$ cat src/rtl/io_stream_gearbox_pkg.sv
// Width and ratio helpers shared by the pad-side stream gearbox and its FIFOs.
// Used for elaboration-time parameter checks and counter sizing.
package io_stream_pkg;

    function automatic int ratio(input int wide, input int narrow);
        return wide / narrow;
    endfunction

    // Counters need at least one bit even when the ratio degenerates to 1.
    function automatic int cnt_w(input int r);
        return (r > 1) ? $clog2(r) : 1;
    endfunction

    function automatic bit is_pow2(input int v);
        return (v > 0) && ((v & (v - 1)) == 0);
    endfunction

    function automatic bit divides(input int wide, input int narrow);
        return (narrow > 0) && (wide >= narrow) && ((wide % narrow) == 0);
    endfunction

endpackage

$ cat src/rtl/io_stream_gearbox_stream_fifo.sv
// First-word-fall-through FIFO with wrap-bit pointers for full/empty detection.
// Read data comes straight from the array so a push is visible the next cycle.
module stream_fifo
    import io_stream_pkg::*;
#(
    parameter int W     = 8,
    parameter int DEPTH = 4
) (
    input  logic         clk,
    input  logic         rst,
    input  logic         wr_valid,
    output logic         wr_ready,
    input  logic [W-1:0] wr_data,
    output logic         rd_valid,
    input  logic         rd_ready,
    output logic [W-1:0] rd_data
);
    localparam int AW = cnt_w(DEPTH);

    logic [W-1:0] mem [DEPTH];
    logic [AW:0]  wr_ptr_reg;
    logic [AW:0]  rd_ptr_reg;
    logic         full;
    logic         empty;
    logic         push;
    logic         pop;

    assign empty    = (wr_ptr_reg == rd_ptr_reg);
    assign full     = (wr_ptr_reg[AW] != rd_ptr_reg[AW]) &&
                      (wr_ptr_reg[AW-1:0] == rd_ptr_reg[AW-1:0]);
    assign wr_ready = !full;
    assign rd_valid = !empty;
    assign push     = wr_valid && !full;
    assign pop      = rd_ready && !empty;
    assign rd_data  = mem[rd_ptr_reg[AW-1:0]];

    always_ff @(posedge clk) begin
        if (push) begin
            mem[wr_ptr_reg[AW-1:0]] <= wr_data;
        end
    end

    always_ff @(posedge clk or posedge rst) begin
        if (rst) begin
            wr_ptr_reg <= '0;
            rd_ptr_reg <= '0;
        end else begin
            if (push) begin
                wr_ptr_reg <= wr_ptr_reg + 1'b1;
            end
            if (pop) begin
                rd_ptr_reg <= rd_ptr_reg + 1'b1;
            end
        end
    end

endmodule

$ cat src/rtl/io_stream_gearbox.sv
// Pad-side gearbox: packs narrow pad beats into IN_W words and unpacks OUT_W
// accelerator words into pad beats, with a FIFO in each direction.
module io_stream_gearbox
    import io_stream_pkg::*;
#(
    parameter int PAD_W = 8,
    parameter int IN_W  = 32,
    parameter int OUT_W = 16,
    parameter int DEPTH = 4
) (
    input  logic             wb_clk_i,
    input  logic             wb_rst_i,
    input  logic             pad_in_valid,
    output logic             pad_in_ready,
    input  logic [PAD_W-1:0] pad_in_data,
    input  logic             pad_in_last,
    output logic             m_axis_valid,
    input  logic             m_axis_ready,
    output logic [IN_W-1:0]  m_axis_data,
    output logic             m_axis_last,
    input  logic             s_axis_valid,
    output logic             s_axis_ready,
    input  logic [OUT_W-1:0] s_axis_data,
    input  logic             s_axis_last,
    output logic             pad_out_valid,
    input  logic             pad_out_ready,
    output logic [PAD_W-1:0] pad_out_data,
    output logic             pad_out_last,
    output logic [15:0]      in_word_cnt,
    output logic [15:0]      out_word_cnt
);
    localparam int IN_R  = ratio(IN_W, PAD_W);
    localparam int OUT_R = ratio(OUT_W, PAD_W);
    localparam int LW    = cnt_w(IN_R);
    localparam int BW    = cnt_w(OUT_R);
    localparam logic [LW-1:0] LANE_LAST = LW'(IN_R - 1);
    localparam logic [BW-1:0] BEAT_LAST = BW'(OUT_R - 1);

    if (!divides(IN_W, PAD_W)) begin : g_chk_in_w
        $error("IN_W must be an integer multiple of PAD_W");
    end
    if (!divides(OUT_W, PAD_W)) begin : g_chk_out_w
        $error("OUT_W must be an integer multiple of PAD_W");
    end
    if (!is_pow2(DEPTH) || DEPTH < 2) begin : g_chk_depth
        $error("DEPTH must be a power of two and at least 2");
    end

    // ---------------- pack path ----------------
    logic [LW-1:0]   lane_reg;
    logic [IN_W-1:0] asm_reg;
    logic [IN_W-1:0] pack_word;
    logic            in_fire;
    logic            in_push;
    logic            in_wr_ready;
    logic [15:0]     in_cnt_reg;

    // Current beat overlays its lane; already-filled lanes come from asm_reg.
    for (genvar gi = 0; gi < IN_R; gi++) begin : g_lane
        assign pack_word[gi*PAD_W +: PAD_W] =
            (lane_reg == LW'(gi)) ? pad_in_data : asm_reg[gi*PAD_W +: PAD_W];
    end

    assign pad_in_ready = in_wr_ready && !wb_rst_i;
    assign in_fire      = pad_in_valid && pad_in_ready;
    assign in_push      = in_fire && ((lane_reg == LANE_LAST) || pad_in_last);

    always_ff @(posedge wb_clk_i or posedge wb_rst_i) begin
        if (wb_rst_i) begin
            lane_reg   <= '0;
            asm_reg    <= '0;
            in_cnt_reg <= '0;
        end else if (in_fire) begin
            if (in_push) begin
                lane_reg   <= '0;
                asm_reg    <= '0;
                in_cnt_reg <= in_cnt_reg + 16'd1;
            end else begin
                lane_reg <= lane_reg + 1'b1;
                asm_reg  <= pack_word;
            end
        end
    end

    stream_fifo #(.W(IN_W + 1), .DEPTH(DEPTH)) u_in_fifo (
        .clk      (wb_clk_i),
        .rst      (wb_rst_i),
        .wr_valid (in_push),
        .wr_ready (in_wr_ready),
        .wr_data  ({pad_in_last, pack_word}),
        .rd_valid (m_axis_valid),
        .rd_ready (m_axis_ready),
        .rd_data  ({m_axis_last, m_axis_data})
    );

    assign in_word_cnt = in_cnt_reg;

    // ---------------- unpack path ----------------
    logic             out_wr_ready;
    logic             out_rd_valid;
    logic [OUT_W:0]   out_rd_data;
    logic             out_pop;
    logic [OUT_W-1:0] sh_data_reg;
    logic             sh_last_reg;
    logic             sh_valid_reg;
    logic [BW-1:0]    beat_reg;
    logic [15:0]      out_cnt_reg;

    assign s_axis_ready = out_wr_ready && !wb_rst_i;

    stream_fifo #(.W(OUT_W + 1), .DEPTH(DEPTH)) u_out_fifo (
        .clk      (wb_clk_i),
        .rst      (wb_rst_i),
        .wr_valid (s_axis_valid),
        .wr_ready (out_wr_ready),
        .wr_data  ({s_axis_last, s_axis_data}),
        .rd_valid (out_rd_valid),
        .rd_ready (out_pop),
        .rd_data  (out_rd_data)
    );

    // Reload while the last beat of the current word leaves, so words abut.
    assign out_pop = out_rd_valid &&
                     (!sh_valid_reg || (pad_out_ready && beat_reg == BEAT_LAST));

    always_ff @(posedge wb_clk_i or posedge wb_rst_i) begin
        if (wb_rst_i) begin
            sh_data_reg  <= '0;
            sh_last_reg  <= 1'b0;
            sh_valid_reg <= 1'b0;
            beat_reg     <= '0;
        end else if (out_pop) begin
            sh_data_reg  <= out_rd_data[OUT_W-1:0];
            sh_last_reg  <= out_rd_data[OUT_W];
            sh_valid_reg <= 1'b1;
            beat_reg     <= '0;
        end else if (sh_valid_reg && pad_out_ready) begin
            if (beat_reg == BEAT_LAST) begin
                sh_valid_reg <= 1'b0;
            end else begin
                sh_data_reg <= sh_data_reg >> PAD_W;
                beat_reg    <= beat_reg + 1'b1;
            end
        end
    end

    always_ff @(posedge wb_clk_i or posedge wb_rst_i) begin
        if (wb_rst_i) begin
            out_cnt_reg <= '0;
        end else if (s_axis_valid && s_axis_ready) begin
            out_cnt_reg <= out_cnt_reg + 16'd1;
        end
    end

    assign pad_out_valid = sh_valid_reg;
    assign pad_out_data  = sh_data_reg[PAD_W-1:0];
    assign pad_out_last  = sh_last_reg && (beat_reg == BEAT_LAST);
    assign out_word_cnt  = out_cnt_reg;

endmodule

$ cat config.mk
export PLATFORM = sky130hd
export DESIGN_NAME = io_stream_gearbox
export DESIGN_NICKNAME = d
export VERILOG_FILES = /design/src/rtl/io_stream_gearbox_pkg.sv /design/src/rtl/io_stream_gearbox_stream_fifo.sv /design/src/rtl/io_stream_gearbox.sv
export SDC_FILE = /design/constraint.sdc
export NUM_CORES = 1
export LEC_CHECK = 0
export CAP_MARGIN = 20
export CORE_MARGIN = 2
export CORE_UTILIZATION = 40
export CTS_CLUSTER_SIZE = 8
export DETAILED_ROUTE_END_ITERATION = 8
export GPL_TIMING_DRIVEN = 0
export PLACE_DENSITY = 0.67
export SLEW_MARGIN = 40
export SYNTH_ARGS = -nofsm -noshare
export SYNTH_HDL_FRONTEND = slang
export SYNTH_HIERARCHICAL = 1
export SYNTH_SLANG_ARGS = --single-unit
$ cat constraint.sdc
create_clock -name wb_clk_i -period 6.95 [get_ports wb_clk_i]
set_clock_uncertainty 0.1 [all_clocks]
set_input_delay 1.39 -clock wb_clk_i [delete_from_list [all_inputs] [get_ports wb_clk_i]]
set_output_delay 1.39 -clock wb_clk_i [all_outputs]
set_load 0.02 [all_outputs]
==> run summary <==
Status = complete, no violations
Max-Cap Viols = 0
Yosys warning count = 6
Clock Power Share = 29.8%
Postcts setup bufs = 0
Clk sinks = 297
Fin util = 50.05%
Initial Util = 40.35%
Clock Tree Buf Depth = 3
Global-route wire length before repair = 38270 um
Crit-path cells = clkdlybuf4s50_1 > nor2b_1 > clkdlybuf4s50_1
Startpoint type of the worst setup path = input port
Drt pass-1 iters = 4
# rows = 64
Least-Margin Pin Slew = 0.6909 ns
DRT Wirelength = 24420 um
Sw frac = 31.11%
Seq/Total Area, Yosys = 68.86%
Clock latency on the worst-skew pair = 0.53 ns
Internal Power = 4521 uW
Clock root buffer master = clkbuf_16
Fin crit period = 4.623 ns
Register bit total from synthesis = 297
Total gr overflow = 0
Clock transition at path regs = 0.05 ns
Post-CTS Hold Fix Bufs = 0
IO Pins = 110
Syn_area_per_cell = 16.59 um^2
Hold Crit Class = register to register
CP Max Fanout = 7
Number of flip-flops under the largest register name = 132
Detail Route Antenna Nets = 0
Share of cells above drive strength 1 = 20.26%
Max-slew headroom = 53.74%
Die height = 179.0 um
Max-slew violation count = 0
Vias in the first global route = 6913
Dominant synthesized flop cell = edfxtp_1
Cell Area, Synth = 12250 um^2
Setup TNS = 0 ns
Antenna violations before repair = 0
CP dominant cell by count = clkdlybuf4s50_1
WP data required = 5.46 ns
Sequential Power Share = 38.1%
Diode count = 0
Pwr Density = 432.1 nW/um^2
Fmax = 0.2163 GHz
Cts bufs inserted = 43
GRT Total Usage = 15.71%
I/O Buffers = 109
CTS tree = built
Crit path arrival time = 3.13 ns
Switch Pwr = 2042 uW
Post_cts resized = 0
Die area = 32030 um^2
Number of synthesized flops with an enable pin = 200
Final Setup Violations = 0
Vias per cell = 5.043
Tot Pwr = 6563 uW
Total core area = 30350 um^2
Layout Nets = 941
Final hold violation count = 0
Synth async-reset ratio = 32.66%
Max H-tree Level = 2
Cells after Synth = 738
Syn Nets = 786
Leak Pwr = 0.005692 uW
Dpl hpwl = 15250 um
Maximum vdd drop = 255.0 uV
Comb power frac = 32.1%
WS Path Type = input port to output pin
GPL Wtd Cong = 0.7457
RSZ-0062 raised after global routing = false
Area Growth Syn to Fin = 24.04%
Post-DR wirelength/cell = 18.51 um
Iter 0 DRT Violations = 379
Largest net degree at the start of global routing = 51
DRC viols = 0
Post-synth cell types = 51
Critical path's largest stage delay = 0.69 ns
CP Capture Type = output pin
Chip Width = 179.0 um
Via count of the routed design = 6652
Part of the cycle the worst path needs = 66.52%
Critical-path top delay cell = clkdlybuf4s50_1
-- final cells by class --
class	instances	area, um^2
clock buffer	72	1216
multi-input combinational	389	3546
inverter	16	67.56
tap	396	495.5
clock inverter	3	76.32
buffer	36	237.7
fill	2529	15160
timing repair buffer	110	1119
sequential	297	8433
-- layout by cell type (no fill, tap or decap), types with 3 or more instances in the layout --
cell type,synthesis,routed
nor2b_1,11,11
nand3_1,15,15
clkbuf_16,0,44
dfrtp_1,97,97
nand2b_1,4,4
nand4_1,7,7
buf_2,7,7
o21ai_0,30,30
o21ai_1,5,5
and3_4,0,3
nor2_1,6,6
clkdlybuf4s50_1,0,109
a21o_1,8,8
o31ai_1,8,8
nand2_1,84,84
a22o_1,8,8
mux4_2,50,50
a211oi_1,4,4
ha_1,16,16
edfxtp_1,200,200
and3_1,13,7
buf_6,6,6
buf_4,13,13
inv_1,16,15
nor2_2,3,3
clkbuf_1,9,36
xnor2_1,28,28
mux2_2,33,33
xor2_1,16,16
a21oi_1,8,8
and3_2,0,3
-- synthesized netlist by cell type (5+ instances only) --
cell | n | area, um^2
edfxtp_1 | 200 | 6006
dfrtp_1 | 97 | 2427
nand2_1 | 84 | 315.3
mux4_2 | 50 | 1126
mux2_2 | 33 | 371.6
o21ai_0 | 30 | 150.1
xnor2_1 | 28 | 245.2
ha_1 | 16 | 200.2
inv_1 | 16 | 60.06
xor2_1 | 16 | 140.1
nand3_1 | 15 | 75.07
and3_1 | 13 | 81.33
buf_4 | 13 | 97.59
nor2b_1 | 11 | 68.82
clkbuf_1 | 9 | 33.78
a21o_1 | 8 | 60.06
a21oi_1 | 8 | 40.04
a22o_1 | 8 | 70.07
o31ai_1 | 8 | 60.06
buf_2 | 7 | 35.03
nand4_1 | 7 | 43.79
buf_6 | 6 | 67.56
nor2_1 | 6 | 22.52
o21ai_1 | 5 | 25.02
-- layer usage --
metal	GRT usage (%)	routed length, um
met1	19.91	10330
met2	26.91	12280
met3	3.350	1302
met4	5.149	503
met5	0	0
-- stage by stage --
step                      area (um^2)  hold slack [ns]  cells  setup slack (ns)
after global placement          13830           0.3576   1243             1.174
after floorplan                 12250           0.3460    738             3.267
after CTS                       15190           0.3739   1319             2.302
after global routing            15190           0.3815   1319             2.173
final                           15190           0.3711   1319             2.327
after detailed placement        13900           0.3650   1244             2.298
-- cells by family (layout without fill, tap and decap cells) --
group                    after synthesis  after routing  share of synthesized area [%]
AO/OA/AOI/OAI                         77             77                          4.005
AND/OR/NAND/NOR                      166            166                          7.243
flip-flops                           297            297                          68.86
multiplexers                          84             84                          12.32
adder cells (fa/ha/maj)               16             16                          1.635
XOR/XNOR                              46             46                          3.504
buffers and inverters                 52            237                          2.431
-- power by group through the flow --
stage	logic [uW]	clock network [uW]	registers, uW
floorplan	1410	0	2520
global route	2300	2090	2540
detailed placement	2140	0	2530
global placement	2090	0	2520
CTS	2150	2010	2500
finish	2110	1950	2500
-- worst paths after layout --
path                                         startpoint                       end  slack [ns]  cells past startpoint
min in group asynchronous                      wb_rst_i  u_out_fifo/wr_ptr_reg[1]        1.42                      2
max in group asynchronous                      wb_rst_i           out_word_cnt[5]        4.74                      3
worst max register to register  u_in_fifo/rd_ptr_reg[1]      u_in_fifo/mem[3][24]        3.86                      8
worst max-delay path                           wb_rst_i              pad_in_ready        2.33                      3
worst min-delay path                        asm_reg[15]               asm_reg[15]        0.37                      2
worst min register to register              asm_reg[15]               asm_reg[15]        0.37                      2
-- critical path, delay by kind of cell --
| family | cells | cell delay, ns |
|---|---|---|
| buffers and inverters | 2 | 1.36 |
| and+or+nand+nor | 1 | 0.38 |
Power figures use the tool's default switching activity.
